$ cat config.mk
export PLATFORM = sky130hd
export DESIGN_NAME = cpu_trace_buffer
export DESIGN_NICKNAME = d
export VERILOG_FILES = /design/src/rtl/cpu_isa_pkg.sv /design/src/rtl/trace_ram.sv /design/src/rtl/cpu_trace_buffer.sv
export SDC_FILE = /design/constraint.sdc
export NUM_CORES = 1
export LEC_CHECK = 0
export BUFFER_PORTS_ARGS = -buffer_cell sky130_fd_sc_hd__buf_2
export CAP_MARGIN = 25
export CORE_MARGIN = 3
export CORE_UTILIZATION = 25
export DETAILED_ROUTE_END_ITERATION = 8
export GPL_TIMING_DRIVEN = 1
export PLACE_DENSITY = 0.46
export SYNTH_ARGS = -nofsm -noshare
export SYNTH_HDL_FRONTEND = slang
export SYNTH_SLANG_ARGS = --single-unit
$ cat constraint.sdc
create_clock -name clock -period 3.6 [get_ports clock]
set_input_delay 0.72 -clock clock [delete_from_list [all_inputs] [get_ports clock]]
set_output_delay 0.72 -clock clock [all_outputs]
set_load 0.05 [all_outputs]
$ cat src/rtl/cpu_isa_pkg.sv
// VeriRISC ISA constants, trace FSM state encoding and trace-entry field layout
// shared between the trace buffer and anything that decodes its entries.
package cpu_isa_pkg;

    localparam logic [2:0] OP_HLT = 3'd0;
    localparam logic [2:0] OP_SKZ = 3'd1;
    localparam logic [2:0] OP_ADD = 3'd2;
    localparam logic [2:0] OP_AND = 3'd3;
    localparam logic [2:0] OP_XOR = 3'd4;
    localparam logic [2:0] OP_LDA = 3'd5;
    localparam logic [2:0] OP_STO = 3'd6;
    localparam logic [2:0] OP_JMP = 3'd7;

    typedef enum logic [1:0] {
        ST_IDLE  = 2'd0,
        ST_ARMED = 2'd1,
        ST_POST  = 2'd2,
        ST_DONE  = 2'd3
    } trace_state_e;

    // Field widths of one trace entry {pc, opcode, data, addr}, MSB to LSB
    localparam int PC_W   = 5;
    localparam int OP_W   = 3;
    localparam int DATA_W = 8;
    localparam int ADDR_W = 5;

    localparam int ADDR_LSB = 0;
    localparam int DATA_LSB = ADDR_LSB + ADDR_W;
    localparam int OP_LSB   = DATA_LSB + DATA_W;
    localparam int PC_LSB   = OP_LSB + OP_W;
    localparam int ENTRY_W  = PC_LSB + PC_W;

endpackage

$ cat src/rtl/trace_ram.sv
// Trace storage: one write port and one registered read port. A read and a
// write to the same slot in the same cycle return the old contents.
module trace_ram #(
    parameter int DEPTH = 16,
    parameter int WIDTH = 21,
    localparam int AW   = $clog2(DEPTH)
) (
    input  logic             clock,
    input  logic             wr_en,
    input  logic [AW-1:0]    wr_addr,
    input  logic [WIDTH-1:0] wr_data,
    input  logic             rd_en,
    input  logic [AW-1:0]    rd_addr,
    output logic [WIDTH-1:0] rd_data
);

    logic [WIDTH-1:0] mem [DEPTH];
    logic [WIDTH-1:0] rd_data_q;

    // Write the new entry and capture the old contents of the read slot on the same edge
    always_ff @(posedge clock) begin
        if (wr_en) begin
            mem[wr_addr] <= wr_data;
        end
        if (rd_en) begin
            rd_data_q <= mem[rd_addr];
        end
    end

    assign rd_data = rd_data_q;

endmodule

$ cat src/rtl/cpu_trace_buffer.sv
// Instruction-trace capture for the VeriRISC CPU: circular buffer of retired
// instructions with opcode trigger + post-trigger count, halt-edge stop and
// indexed readback relative to the oldest valid entry.
module cpu_trace_buffer
    import cpu_isa_pkg::*;
#(
    parameter int PC_WIDTH   = PC_W,
    parameter int ADDR_WIDTH = ADDR_W,
    parameter int DATA_WIDTH = DATA_W,
    parameter int OP_WIDTH   = OP_W,
    parameter int DEPTH      = 16,
    parameter int CNT_WIDTH  = 16,
    localparam int IDX_W     = $clog2(DEPTH),
    localparam int FILL_W    = IDX_W + 1,
    localparam int ENT_W     = PC_WIDTH + OP_WIDTH + DATA_WIDTH + ADDR_WIDTH
) (
    input  logic                  clock,
    input  logic                  rst,
    input  logic                  retire,
    input  logic [PC_WIDTH-1:0]   pc_addr,
    input  logic [OP_WIDTH-1:0]   opcode,
    input  logic [DATA_WIDTH-1:0] data,
    input  logic [ADDR_WIDTH-1:0] ir_addr,
    input  logic                  halt,
    input  logic                  arm,
    input  logic                  trig_en,
    input  logic [OP_WIDTH-1:0]   trig_op,
    input  logic [FILL_W-1:0]     post_count,
    input  logic                  rd_en,
    input  logic [IDX_W-1:0]      rd_idx,
    output logic                  rd_valid,
    output logic [ENT_W-1:0]      rd_entry,
    output logic                  rd_err,
    output logic [FILL_W-1:0]     entry_count,
    output logic [IDX_W-1:0]      trig_pos,
    output logic [1:0]            state_o,
    output logic                  triggered,
    output logic                  halted,
    output logic [CNT_WIDTH-1:0]  instr_count
);

    trace_state_e         state_q, state_d;
    logic [IDX_W-1:0]     wr_ptr_q, wr_ptr_d;
    logic [FILL_W-1:0]    entry_count_q, entry_count_d;
    logic [IDX_W-1:0]     trig_slot_q, trig_slot_d;
    logic                 trig_evicted_q, trig_evicted_d;
    logic [FILL_W-1:0]    post_left_q, post_left_d;
    logic                 triggered_q, triggered_d;
    logic                 halted_q, halted_d;
    logic [CNT_WIDTH-1:0] instr_count_q, instr_count_d;
    logic                 rd_valid_q, rd_valid_d;
    logic                 rd_err_q, rd_err_d;
    logic                 halt_q;

    logic                 wr_en;
    logic                 halt_rise;
    logic                 buf_full;
    logic [IDX_W-1:0]     oldest;
    logic [IDX_W-1:0]     rd_addr;
    logic [ENT_W-1:0]     ram_rdata;

    assign halt_rise = halt && !halt_q;
    assign buf_full  = (entry_count_q == FILL_W'(DEPTH));
    assign oldest    = buf_full ? wr_ptr_q : '0;
    assign rd_addr   = oldest + rd_idx;

    // Capture FSM: arming, recording, trigger/post-count bookkeeping, halt stop and readback request
    always_comb begin
        state_d        = state_q;
        wr_ptr_d       = wr_ptr_q;
        entry_count_d  = entry_count_q;
        trig_slot_d    = trig_slot_q;
        trig_evicted_d = trig_evicted_q;
        post_left_d    = post_left_q;
        triggered_d    = triggered_q;
        halted_d       = halted_q;
        instr_count_d  = instr_count_q;
        wr_en          = 1'b0;
        rd_valid_d     = rd_en;
        rd_err_d       = rd_en && ({1'b0, rd_idx} >= entry_count_q);

        case (state_q)
            ST_IDLE, ST_DONE: begin
                if (arm) begin
                    state_d        = ST_ARMED;
                    wr_ptr_d       = '0;
                    entry_count_d  = '0;
                    trig_slot_d    = '0;
                    trig_evicted_d = 1'b0;
                    post_left_d    = '0;
                    triggered_d    = 1'b0;
                    halted_d       = 1'b0;
                    instr_count_d  = '0;
                end
            end
            ST_ARMED, ST_POST: begin
                if (retire) begin
                    wr_en    = 1'b1;
                    wr_ptr_d = wr_ptr_q + IDX_W'(1);
                    if (!buf_full) begin
                        entry_count_d = entry_count_q + FILL_W'(1);
                    end
                    if (instr_count_q != '1) begin
                        instr_count_d = instr_count_q + CNT_WIDTH'(1);
                    end
                    if (state_q == ST_ARMED) begin
                        if (trig_en && (opcode == trig_op)) begin
                            triggered_d = 1'b1;
                            trig_slot_d = wr_ptr_q;
                            post_left_d = post_count;
                            state_d     = (post_count == '0) ? ST_DONE : ST_POST;
                        end
                    end else begin
                        if (wr_ptr_q == trig_slot_q) begin
                            trig_evicted_d = 1'b1;
                        end
                        post_left_d = post_left_q - FILL_W'(1);
                        if (post_left_q == FILL_W'(1)) begin
                            state_d = ST_DONE;
                        end
                    end
                end
                if (halt_rise) begin
                    state_d  = ST_DONE;
                    halted_d = 1'b1;
                end
            end
            default: begin
                state_d = ST_IDLE;
            end
        endcase
    end

    // State and counter registers; reset wins over everything and drops any pending readback
    always_ff @(posedge clock) begin
        if (rst) begin
            state_q        <= ST_IDLE;
            wr_ptr_q       <= '0;
            entry_count_q  <= '0;
            trig_slot_q    <= '0;
            trig_evicted_q <= 1'b0;
            post_left_q    <= '0;
            triggered_q    <= 1'b0;
            halted_q       <= 1'b0;
            instr_count_q  <= '0;
            rd_valid_q     <= 1'b0;
            rd_err_q       <= 1'b0;
            halt_q         <= 1'b0;
        end else begin
            state_q        <= state_d;
            wr_ptr_q       <= wr_ptr_d;
            entry_count_q  <= entry_count_d;
            trig_slot_q    <= trig_slot_d;
            trig_evicted_q <= trig_evicted_d;
            post_left_q    <= post_left_d;
            triggered_q    <= triggered_d;
            halted_q       <= halted_d;
            instr_count_q  <= instr_count_d;
            rd_valid_q     <= rd_valid_d;
            rd_err_q       <= rd_err_d;
            halt_q         <= halt;
        end
    end

    trace_ram #(
        .DEPTH (DEPTH),
        .WIDTH (ENT_W)
    ) u_ram (
        .clock   (clock),
        .wr_en   (wr_en && !rst),
        .wr_addr (wr_ptr_q),
        .wr_data ({pc_addr, opcode, data, ir_addr}),
        .rd_en   (rd_en),
        .rd_addr (rd_addr),
        .rd_data (ram_rdata)
    );

    assign rd_valid    = rd_valid_q;
    assign rd_err      = rd_err_q;
    assign rd_entry    = (rd_valid_q && !rd_err_q) ? ram_rdata : '0;
    assign entry_count = entry_count_q;
    assign trig_pos    = (triggered_q && !trig_evicted_q) ? (trig_slot_q - oldest) : '0;
    assign state_o     = state_q;
    assign triggered   = triggered_q;
    assign halted      = halted_q;
    assign instr_count = instr_count_q;

endmodule

==> results.txt <==
cells along the critical path -> inv_1 > ha_1 > and4bb_2 > nand2_1 > ha_1 > a21o_1 > a21oi_1 > xnor2_1 > nor2_2 > buf_6
Sink Count -> 399
status -> finished clean
WL per Instance -> 20.7 um
final setup violation count -> 0
H-tree Lvls -> 2
Final GP Congestion -> 0.728
Worst Setup Start Kind -> flop
cts bufs inserted -> 44
Max Cap Viol -> 0
Final Max Tran Viols -> 0
layout cells sized above 1 -> 29.2%
Most common cell on crit path -> ha_1
WS Path Type -> flop to output pin
Mean Syn Cell Area -> 18.5 um2
synth unique cells -> 54
Core ar. -> 0.0634 mm2
FF/Latch Area -> 0.0116 mm2
number of global-route vias before repair -> 8828
Worst slew margin -> 52.2%
maximum fanout along the worst path -> 5
Root Driver -> clkbuf_16
maximum clock path buffer count -> 3
CP max stage delay -> 0.39 ns
hold crit path type -> primary input to flop
Final Core Density -> 30.7%
top-count cell post-synth -> edfxtp_1
DR vias -> 8297
Post-synth EDFFs -> 357
synthesized cell area -> 0.0161 mm2
endpoints failing hold -> 0
total power divided by cell area -> 573 mW/mm2
antenna violations before repair -> 4
Die W -> 260 um
starting density of the core -> 25.4%
I/O Buffers -> 91
top post-synthesis cells by count -> 357 x edfxtp_1, 84 x mux4_2, 66 x mux2i_1
crit end category -> output pin
drt pass-1 iters -> 4
syn_nets -> 936
Die ar. -> 0.0676 mm2
RSZ-0062 raised after global routing -> false
LEAKAGE -> 6.49 nW
Final Net Count -> 1073
area of the multi-input gates -> 0.00446 mm2
prevailing post-synth register cell -> edfxtp_1
Synth Register Bits -> 399
final WL -> 39100 um
largest net degree at the start of global routing -> 43
insertion delay to the later sink of the worst-skew pair -> 0.57 ns
post-synthesis sequential area ratio -> 71.7%
period utilisation layout -> 93.4%
total congestion overflow -> 0
max frequency -> 298 MHz
area leader, netlist -> edfxtp_1
Worst Tran Pin Value -> 0.716 ns
clk_skew -> 0.0199 ns
TNS Setup -> 0 ns
Synth area leaders -> edfxtp_1 66%, mux4_2 12%, dfxtp_1 5.2%, mux2i_1 4.1%, ha_1 1.6%
Critical Path AT -> 2.64 ns
top cell type's share of synthesized area -> 66.5%
Tmin final -> 3.36 ns
asr flop ratio synth -> 0%
Req. time, crit path -> 2.88 ns
Die Ht -> 260 um
Area Growth Syn to Fin -> 20.7%
gr usage total -> 11.8%
num rows -> 92
filler instances -> 6178
DR vias/cell -> 4.39
detailed placement HPWL -> 22200 um
CTS tree -> done
# DRC -> 0
Yosys warning count -> 0
ANT cells -> 0
first-pass GRT wire length -> 58500 um
Crit-path slowest cell -> dfxtp_1
Peak VDD IR -> 0.344 mV
boundary pin count -> 92
drt initial violations -> 489
Post-Synthesis Cells -> 873
Clock transition at path regs -> 0.06 ns
Detail Route Antenna Nets -> 0
power breakdown:
part	switching, W	total (W)	internal [W]	leakage, nW
Clock	0.00188	0.00462	0.00274	0.714
Combinational	0.000792	0.00126	0.000472	2.21
Sequential	0.0000914	0.00528	0.00519	3.57
Total	0.00276	0.0112	0.00840	6.49
layer usage:
metal / track usage, % / share of wire [%]
met1: 15.7 / 45
met2: 19.7 / 49
met3: 2.61 / 4.0
met4: 2.58 / 1.7
met5: 0 / 0.15
worst max-delay path: cells and delay by family (launching register included):
family          cells  cell delay [ns]
flops               1             0.39
xor+xnor            1             0.11
compound gates      2             0.36
simple gates        3             0.51
fa+ha+maj           2             0.44
buf+inv             2             0.26
final cells by class:
| cell class | count | share of cell area (%) |
|---|---|---|
| timing repair buffer | 128 | 4.27 |
| multi-input combinational | 416 | 22.9 |
| clock inverter | 28 | 1.66 |
| inverter | 21 | 0.405 |
| sequential | 399 | 59.4 |
| clock buffer | 52 | 5.92 |
| tap | 846 | 5.44 |
what timing repair did:
item / in CTS / in global routing
buffers inserted: 0 / 1
resized for setup: 1 / 6
endpoints found under the setup margin: 1 / 3
hold buffers: 0 / 0
metrics by stage:
stage / cell area [um2] / total power (W) / hold WS (ns) / setup slack (ns) / cells
4_1_cts: 19400 / 0.0113 / 0.339 / 0.00321 / 1889
6_report: 19500 / 0.0112 / 0.376 / 0.239 / 1890
5_1_grt: 19500 / 0.0117 / 0.381 / 0.0349 / 1890
2_1_floorplan: 16100 / 0.00625 / 0.445 / 0.152 / 873
3_3_place_gp: 18000 / 0.00666 / 0.454 / 0.367 / 1809
3_5_place_dp: 18000 / 0.00667 / 0.468 / 0.333 / 1809
sequential cells by signal, summed over array words and instances (netlist names), 2 cells and up:
register       flops
u_ram.mem        336
u_ram.rd_data     21
instr_count       16
entry_count        5
post_left_q        5
trig_slot_q        4
wr_ptr_q           4
state_o            2
final timing paths:
path | start | end | slack [ns] | cells past startpoint
max | entry_count[1] | trig_pos[3] | 0.24 | 10
min | halt | halt_q | 0.38 | 2
max reg2reg | entry_count[1] | u_ram.rd_data[2] | 0.37 | 11
min reg2reg | post_left_q[1] | post_left_q[1] | 0.47 | 2
kinds of logic after synthesis:
| group | count (synthesis) | share of synthesized area, % |
|---|---|---|
| compound gates | 55 | 2.40 |
| xor+xnor | 31 | 1.68 |
| fa+ha+maj | 23 | 1.88 |
| buf+inv | 58 | 1.49 |
| flops | 399 | 71.7 |
| mux | 151 | 15.9 |
| simple gates | 156 | 4.97 |
cell usage in the layout, fill, tap and decap left out, types with 4 or more instances in the layout:
cell type / count
a21o_1: 6
a21oi_1: 17
a22o_1: 4
and2_1: 21
buf_12: 7
buf_2: 88
buf_4: 32
bufinv_16: 6
clkbuf_1: 7
clkbuf_16: 45
clkinv_1: 9
clkinv_2: 6
dfxtp_1: 42
edfxtp_1: 357
ha_1: 20
inv_1: 21
mux2i_1: 66
mux4_2: 84
nand2_1: 17
nand2b_1: 11
nand3_1: 7
nand4_1: 8
nor2_1: 45
nor2_2: 9
nor2_4: 4
nor2b_1: 4
nor3_1: 5
nor3_4: 4
nor4_1: 6
o211ai_1: 4
xnor2_1: 21
xor2_1: 8
No activity file was read; power rests on OpenSTA's default activity.
